## config.mk

```make
export PLATFORM = sky130hd
export DESIGN_NAME = bcd_to_score
export DESIGN_NICKNAME = d
export VERILOG_FILES = /design/src/rtl/bcd_to_score_pkg.sv /design/src/rtl/bcd_to_score_mac_step.sv /design/src/rtl/bcd_to_score.sv
export SDC_FILE = /design/constraint.sdc
export NUM_CORES = 1
export LEC_CHECK = 0
export CORE_ASPECT_RATIO = 1.75
export CORE_MARGIN = 2
export CORE_UTILIZATION = 28
export DETAILED_ROUTE_END_ITERATION = 16
export GPL_TIMING_DRIVEN = 0
export PLACE_DENSITY = 0.52
export SLEW_MARGIN = 20
export SYNTH_ARGS = -nofsm -noshare
export SYNTH_HDL_FRONTEND = slang
export SYNTH_SLANG_ARGS = --single-unit
```

## constraint.sdc

```tcl
create_clock -name clk -period 4.1 [get_ports clk]
set_input_delay 0.615 -clock clk [delete_from_list [all_inputs] [get_ports clk]]
set_output_delay 0.615 -clock clk [all_outputs]
set_load 0.01 [all_outputs]
```

## src/rtl/bcd_to_score_pkg.sv

```systemverilog
// ============================================================================
// Module   : bcd_to_score_pkg
// Purpose  : Shared types and constants for the BCD-to-binary score decoder.
// Contents : state_t (IDLE/CONV), BCD digit constants, decimal multiplier.
// Revision : 1.0 - initial release
// ============================================================================
`default_nettype none

package bcd_to_score_pkg;

  typedef enum logic [0:0] {
    IDLE = 1'b0,
    CONV = 1'b1
  } state_t;

  localparam logic [3:0] BCD_MAX    = 4'd9;
  localparam int         NUM_DIGITS = 4;
  localparam int         DIGIT_W    = 4;
  localparam int         DEC_MUL    = 10;

endpackage

`default_nettype wire

```

## src/rtl/bcd_to_score_mac_step.sv

```systemverilog
// ============================================================================
// Module   : bcd_mac_step
// Purpose  : One Horner step of decimal-to-binary conversion:
//            o_acc = i_acc * 10 + i_digit, truncated to SCORE_W bits.
// Ports    : i_acc   [SCORE_W] running accumulator
//            i_digit [DIGIT_W] BCD digit to fold in
//            o_acc   [SCORE_W] updated accumulator
// Revision : 1.0 - initial release
// ============================================================================
`default_nettype none

module bcd_mac_step
  import bcd_to_score_pkg::*;
#(
  parameter int SCORE_W = 16
) (
  input  logic [SCORE_W-1:0] i_acc,
  input  logic [DIGIT_W-1:0] i_digit,
  output logic [SCORE_W-1:0] o_acc
);

  // x10 is built from two shifts (x8 + x2); the check keeps the shift pair
  // and the decimal base from drifting apart.
  if (DEC_MUL != (1 << 3) + (1 << 1)) begin : g_mul_check
    $error("bcd_mac_step: shift decomposition does not equal DEC_MUL");
  end

  logic [SCORE_W-1:0] w_x10;

  assign w_x10 = (i_acc << 3) + (i_acc << 1);
  assign o_acc = w_x10 + SCORE_W'(i_digit);

endmodule

`default_nettype wire

```

## src/rtl/bcd_to_score.sv

```systemverilog
// ============================================================================
// Module   : bcd_to_score
// Purpose  : Sequential BCD-to-binary decoder. Latches four BCD digits on an
//            accepted start and rebuilds the binary score one digit per clock
//            (thousands first). Invalid digits (>9) are flagged immediately.
// Ports    : clk, reset (sync, active-high)
//            start                      conversion request, sampled in IDLE
//            thousands/hundreds/tens/units_place [4]  BCD digits
//            score [SCORE_W]            result, held between conversions
//            busy                       conversion in progress
//            done                       one-cycle pulse on score/error update
//            error                      last accepted request had a bad digit
// Revision : 1.0 - initial release
// ============================================================================
`default_nettype none

module bcd_to_score
  import bcd_to_score_pkg::*;
#(
  parameter int SCORE_W = 16
) (
  input  logic               clk,
  input  logic               reset,
  input  logic               start,
  input  logic [3:0]         thousands_place,
  input  logic [3:0]         hundreds_place,
  input  logic [3:0]         tens_place,
  input  logic [3:0]         units_place,
  output logic [SCORE_W-1:0] score,
  output logic               busy,
  output logic               done,
  output logic               error
);

  // 9999 needs 14 bits; anything narrower would silently wrap.
  if (SCORE_W < 14) begin : g_width_check
    $error("bcd_to_score: SCORE_W must be at least 14");
  end

  // Digit vector, index NUM_DIGITS-1 is the most significant (thousands).
  logic [NUM_DIGITS-1:0][DIGIT_W-1:0] w_in;
  logic [NUM_DIGITS-1:0][DIGIT_W-1:0] r_digit, w_digit_nxt;
  logic [1:0]                         r_idx, w_idx_nxt;
  logic [SCORE_W-1:0]                 r_acc, w_acc_nxt;
  logic [SCORE_W-1:0]                 r_score, w_score_nxt;
  logic                               r_busy, w_busy_nxt;
  logic                               r_done, w_done_nxt;
  logic                               r_error, w_error_nxt;
  state_t                             r_state, w_state_nxt;
  logic                               w_any_bad;
  logic [SCORE_W-1:0]                 w_mac_out;

  assign w_in = {thousands_place, hundreds_place, tens_place, units_place};

  always_comb begin
    w_any_bad = 1'b0;
    for (int i = 0; i < NUM_DIGITS; i++) begin
      if (w_in[i] > BCD_MAX) w_any_bad = 1'b1;
    end
  end

  bcd_mac_step #(
    .SCORE_W (SCORE_W)
  ) u_mac (
    .i_acc   (r_acc),
    .i_digit (r_digit[r_idx]),
    .o_acc   (w_mac_out)
  );

  always_ff @(posedge clk) begin
    if (reset) begin
      r_state <= IDLE;
      r_digit <= '0;
      r_idx   <= '0;
      r_acc   <= '0;
      r_score <= '0;
      r_busy  <= 1'b0;
      r_done  <= 1'b0;
      r_error <= 1'b0;
    end else begin
      r_state <= w_state_nxt;
      r_digit <= w_digit_nxt;
      r_idx   <= w_idx_nxt;
      r_acc   <= w_acc_nxt;
      r_score <= w_score_nxt;
      r_busy  <= w_busy_nxt;
      r_done  <= w_done_nxt;
      r_error <= w_error_nxt;
    end
  end

  always_comb begin
    w_state_nxt = r_state;
    w_digit_nxt = r_digit;
    w_idx_nxt   = r_idx;
    w_acc_nxt   = r_acc;
    w_score_nxt = r_score;
    w_busy_nxt  = r_busy;
    w_done_nxt  = 1'b0;
    w_error_nxt = r_error;

    case (r_state)
      IDLE: begin
        if (start) begin
          w_digit_nxt = w_in;
          w_error_nxt = 1'b0;
          if (w_any_bad) begin
            // Rejected request: report at once, leave score untouched.
            w_error_nxt = 1'b1;
            w_done_nxt  = 1'b1;
          end else begin
            w_acc_nxt   = '0;
            w_idx_nxt   = 2'(NUM_DIGITS - 1);
            w_busy_nxt  = 1'b1;
            w_state_nxt = CONV;
          end
        end
      end

      CONV: begin
        w_acc_nxt = w_mac_out;
        if (r_idx == 2'd0) begin
          // Units digit folded in: publish the result.
          w_score_nxt = w_mac_out;
          w_done_nxt  = 1'b1;
          w_busy_nxt  = 1'b0;
          w_state_nxt = IDLE;
        end else begin
          w_idx_nxt = r_idx - 2'd1;
        end
      end

      default: w_state_nxt = IDLE;
    endcase
  end

  assign score = r_score;
  assign busy  = r_busy;
  assign done  = r_done;
  assign error = r_error;

endmodule

`default_nettype wire

```

## Word level (Yosys, flattened, before mapping)

Cells that the tools add are included.

- Flip-flop bits (word level): 53

- $add $sub $neg: 3
- Order comparisons: 5
- Eq/ne operators: 4
- Muxes and demuxes: 25
- Bitwise logic cells: 1
- Reduce and logical (&&, ||, !) cells: 6

Operator list:

| operator | number |
|---|---|
| $mux W15 | 2 |
| $pmux W15 S2 | 1 |
| $add A16 B16 Y16 | 1 |
| $add A16 B4 Y16 | 1 |
| $gt A4 B4 Y1 const B | 4 |
| $mux W1 | 13 |
| $bmux W4 S2 | 1 |
| $mux W2 | 3 |
| $ne A2 B2 Y1 const B | 3 |
| $pmux W1 S2 | 3 |
| $reduce_and A2 Y1 | 3 |
| $reduce_and A3 Y1 | 2 |
| $mux W4 | 1 |
| $pmux W2 S2 | 1 |
| $lt A2 B3 Y1 const B | 1 |
| $logic_not A2 Y1 | 1 |
| $ne A2 B1 Y1 const B | 1 |
| $sub A2 B1 Y2 const B | 1 |
| $not A1 Y1 | 1 |

## Depth between registers and ports, before layout

- Depth in word-level cells: 8
- Mapped depth: 11

## By module

From an unflattened synthesis, not the netlist that was laid out.

- Cells, all modules: 384
- Area total of the unflattened synthesis: 3408.3 sq um

By module, submodules not included:

| module | times used | cells an instance | area an instance (sq um) |
|---|---|---|---|
| bcd_to_score | 1 | 272 | 2514.9 |
| bcd_mac_step | 1 | 112 | 893.4 |

## Least setup slack after synthesis

Ideal clock, no wire load.

- Path type: register -> register
- Start: reg r_idx[0]
- End: reg r_acc[14]
- Library setup time: 0.127 ns
- Arrival time: 2.960 ns
- Slack: 1.013 ns
- Stages on the path, launching flop included: 11
- Clock period less this slack: 3.087 ns
- Path through: dfxtp_1 > clkbuf_1 > mux4_2 > ha_1 > ha_1 > fa_1 > a21oi_1 > o21ai_2 > a31oi_2 > nor3b_1 > or3_1

- Longest elaborated chain between the ends: 4

RTL lines:

| element | RTL line | text |
|---|---|---|
| from (decl) | bcd_to_score.sv:43 | `logic [1:0] r_idx, w_idx_nxt;` |
| from (signal assigned) | bcd_to_score.sv:83 | `r_idx <= w_idx_nxt;` |
| $bmux W4 S2 | bcd_to_score.sv:66 | `.i_digit (r_digit[r_idx]),` |
| $mux W4 (not written as such) | bcd_to_score.sv:66 |  |
| $add A16 B4 Y16 | bcd_to_score_mac_step.sv:31 | `assign o_acc = w_x10 + SCORE_W'(i_digit);` |
| $pmux W15 S2 | bcd_to_score.sv:102 | `case (r_state)` |
| to (signal assigned) | bcd_to_score.sv:84 | `r_acc <= w_acc_nxt;` |
| to (decl) | bcd_to_score.sv:44 | `logic [SCORE_W-1:0] r_acc, w_acc_nxt;` |

No other way between the ends. The select of a mux whose other input is x is not followed.
A chain may end at the register's enable or synchronous reset.

## Final worst setup path

- Start: reg r_idx[0]
- End: reg r_acc[12]

The elaborated chain is that of the path after synthesis.

==> flow_metrics.tcl <==
set metrics [dict create \
    outcome "finished clean" \
    slew_violations 0 \
    synth_simple_gate_area_share 0.213 \
    met3_usage 0.0224 \
    tritoncts "done" \
    cp_num_buf_inv 1 \
    coreArea_um2 10600 \
    cts-buffers-inserted 5 \
    postCtsResizedCells 0 \
    syn-num-nets 400 \
    netlist_top_cells_area "dfxtp_1, ha_1, nand2_1, a21oi_1, mux4_2" \
    clk_root_buffer_cell "clkbuf_16" \
    synth.area.mux_share 0.0334 \
    min_period_ns 3.59 \
    synth.ff_latch_count 53 \
    horiz_die_dim_um 82.2 \
    post_synth_xor_area_fraction 0.0205 \
    synth_top_flop_cell "dfxtp_1" \
    n_antenna_cell 0 \
    tns_ns 0 \
    timing.slew.headroom 0.582 \
    timing.critical_path.to_type "register" \
    cts_max_level 2 \
    worst_ir_drop_vdd_uv 142 \
    first_global_vias 2654 \
    critical_path.slowest_cell "mux4_2" \
    asr_flop_ratio_synth 0 \
    globalRoute.totalOverflow 0 \
    cell_area_after_synthesis_um2 3000 \
    place.port_buffers 37 \
    synth_top_area_cell "dfxtp_1" \
    finalCoreUtilization 0.348 \
    timing.final.setup_violations 0 \
    synth-adder-area-share 0.126 \
    holdBufCountCts 0 \
    rsz_0062_raised_after_global_routing "no" \
    worst_setup_path_start_kind "register" \
    pre_cts_ws_ns 0.487 \
    globalRouteMet2Util 0.295 \
    clk_transition_reported_paths_ns 0.07 \
    layout_worst_path_cycle_share 0.875 \
    worst_path_most_repeated_cell "ha_1" \
    finalClockSkew_ns 0.00837 \
    global_route.usage.met1 0.157 \
    die_y_um 141 \
    clk_path_buf_depth 2 \
    via_density_per_instance 5.16 \
    cts_setup_buffers 0 \
    yosys.area.top_type_share 0.354 \
    synth_top_family_by_area "simple AND/OR/NAND/NOR gates" \
    final_cells 527 \
    max_freq_mhz 279 \
    max_slew.worst_pin.slew_ns 0.627 \
    critical-path-max-stage-delay_ns 0.57 \
    pd_cells_nw_per_um2 290 \
    yosys_warnings 0 \
    clk_latency_ns 0.30 \
    final_antenna_net_count 0 \
    drc_errors 0 \
    synth_enable_flop_cells 0 \
    syn_avg_cell_area_um2 8.52 \
    yosysUniqueCellTypes 52 \
    vias 2717 \
    fp-row-count 50 \
    path_max_fanout 7 \
    synth_compound_gate_area_share 0.197 \
    crit_arrival_ns 3.78 \
    initial_antenna_violation_count 0 \
    placed_cells_incl_taps 519 \
    synth_sequential_area_ratio 0.354 \
    finalHoldViolations 0 \
    starting_density 0.284 \
    max-cap-violations 0 \
    iteration_count_of_the_initial_detailed_routing_pass 6 \
    top_usage_layer "met2" \
    hold_slack_ns 0.455 \
    detailedPlacementHpwl_mm 6.84 \
    cts.sinks 53 \
    power.leakage_nw 1.46 \
    critical_path_required_ns 4.29 \
    grt_use_total 0.154 \
    die-area_um2 11600 \
    min_delay_path_class "register to register" \
    cells_after_synth 352 \
    detail_route.wl_per_cell_um 16.3 \
    type_of_the_worst_setup_path "register to register" \
    first_pass_grt_wire_length_mm 13.5 \
    post_route_cells_drive_above_1_share 0.0655 \
    routed_wl_mm 8.58 \
    postLayoutSetupSlackWorst_ns 0.513 \
    design.portCount 38 \
    drt_iter0_markers 152 \
    syn_to_final_growth_pct 22.7 \
    maximum_number_of_pins_on_one_net_before_global_route_repair 18 \
    cpLargestDelayFamily "compound AO/OA/AOI/OAI gates" \
    cell_chain_critical_path "clkbuf_1, mux4_2, ha_1, ha_1, fa_1, a21oi_1, o211ai_1, a31oi_1, xnor2_1, a22o_1" \
    gp_congestion 0.812 \
    design.final.nets 444 \
]
==> worst paths after layout <==
kind,slack [ns],endpoint,startpoint,cells past startpoint
hold / removal,0.46,r_digit[6]$_SDFFE_PP0P_,r_digit[6]$_SDFFE_PP0P_,2
hold reg to reg,0.46,r_digit[6]$_SDFFE_PP0P_,r_digit[6]$_SDFFE_PP0P_,2
setup / recovery,0.51,r_acc[12]$_SDFFE_PP0P_,r_idx[0]$_SDFFE_PP0P_,10
setup reg to reg,0.51,r_acc[12]$_SDFFE_PP0P_,r_idx[0]$_SDFFE_PP0P_,10
==> Yosys cell counts (2+ instances only) <==
library cell / n
dfxtp_1: 53
a22oi_1: 7
and3_1: 2
or4_1: 4
a22o_1: 2
ha_1: 27
nor2_1: 20
buf_6: 4
a32o_1: 4
o211ai_1: 6
nand3_1: 15
nand2_1: 56
mux4_2: 4
buf_1: 3
xnor2_1: 4
nand4_1: 7
a21o_1: 4
o21ai_0: 12
clkbuf_1: 14
nor3_1: 9
a211oi_1: 2
a21oi_1: 36
a21oi_2: 2
nor2b_1: 4
inv_1: 13
and2_1: 2
or3_1: 6
or4b_1: 2
xor2_1: 3
a32oi_1: 2
fa_1: 2
==> area by class of cell <==
cell class	count	area, um^2
plain buffers	23	119
clock inverters	3	22.5
flip-flops and latches	53	1060
fillers	1124	6890
clock buffers	5	125
multi-input cells	263	1770
inverters	13	48.8
repair buffers	37	370
well taps	130	163
==> through the flow <==
step	total power, mW	instance area, um^2
final	1.07	3680
after global routing	1.11	3680
after CTS	1.08	3680
after detailed placement	0.651	3530
after global placement	0.650	3530
after floorplan	0.601	3000
==> kinds of logic (layout without fill, tap and decap cells) <==
kind of cell | after synthesis | count (layout)
DFF | 53 | 53
xor gates and xnor gates | 7 | 7
muxes | 5 | 5
and+or+nand+nor | 133 | 133
AOI/OAI and AO/OA | 89 | 89
adders and majority gates | 29 | 29
buffers and inverters | 36 | 81
==> layout by cell type (no fill, tap or decap), drive strengths merged, types with 2 or more instances in the layout <==
| cell | netlist | final |
|---|---|---|
| o211ai | 6 | 6 |
| xor2 | 3 | 3 |
| and2 | 3 | 3 |
| a32o | 4 | 4 |
| or4b | 2 | 2 |
| a21oi | 38 | 38 |
| nor2 | 20 | 20 |
| a22oi | 7 | 7 |
| a21o | 4 | 4 |
| and3 | 2 | 2 |
| ha | 27 | 27 |
| nor2b | 4 | 4 |
| fa | 2 | 2 |
| nand4 | 7 | 7 |
| clkinvlp | 0 | 3 |
| buf | 8 | 8 |
| nand3 | 15 | 15 |
| clkbuf | 15 | 20 |
| a22o | 2 | 2 |
| o21ai | 13 | 13 |
| a31oi | 2 | 2 |
| a211oi | 3 | 3 |
| xnor2 | 4 | 4 |
| mux4 | 4 | 4 |
| nor3 | 9 | 9 |
| or4 | 4 | 4 |
| and4 | 2 | 2 |
| inv | 13 | 13 |
| nand2 | 56 | 56 |
| a32oi | 2 | 2 |
| dfxtp | 53 | 53 |
| or3 | 6 | 6 |
| clkdlybuf4s50 | 0 | 37 |
==> layer usage <==
metal,vias up,share of wire
li1,1362,-
met1,1267,0.37
met2,71,0.56
met3,17,0.033
met4,0,0.035
met5,-,0
==> sequential cells by signal, summed over array words and instances (netlist names) <==
signal   count
busy         1
r_idx        2
r_acc       15
r_state      1
error        1
score       16
done         1
r_digit     16
==> power by group <==
group / leakage [nW] / total (mW) / internal [mW] / switching, mW
Combinational: 0.972 / 0.104 / 0.0445 / 0.0600
Clock: 0.0621 / 0.430 / 0.227 / 0.203
Sequential: 0.431 / 0.534 / 0.528 / 0.00638
==> worst reg2reg max path, cell delays in order, from the launching register on <==
cell and delay, ns:
dfxtp_1 0.31, clkbuf_1 0.36, mux4_2 0.57, ha_1 0.30, ha_1 0.23, fa_1 0.42, a21oi_1 0.31, o211ai_1 0.20
a31oi_1 0.46, xnor2_1 0.12, a22o_1 0.20
Note: power is estimated with default switching activity, not from simulation.
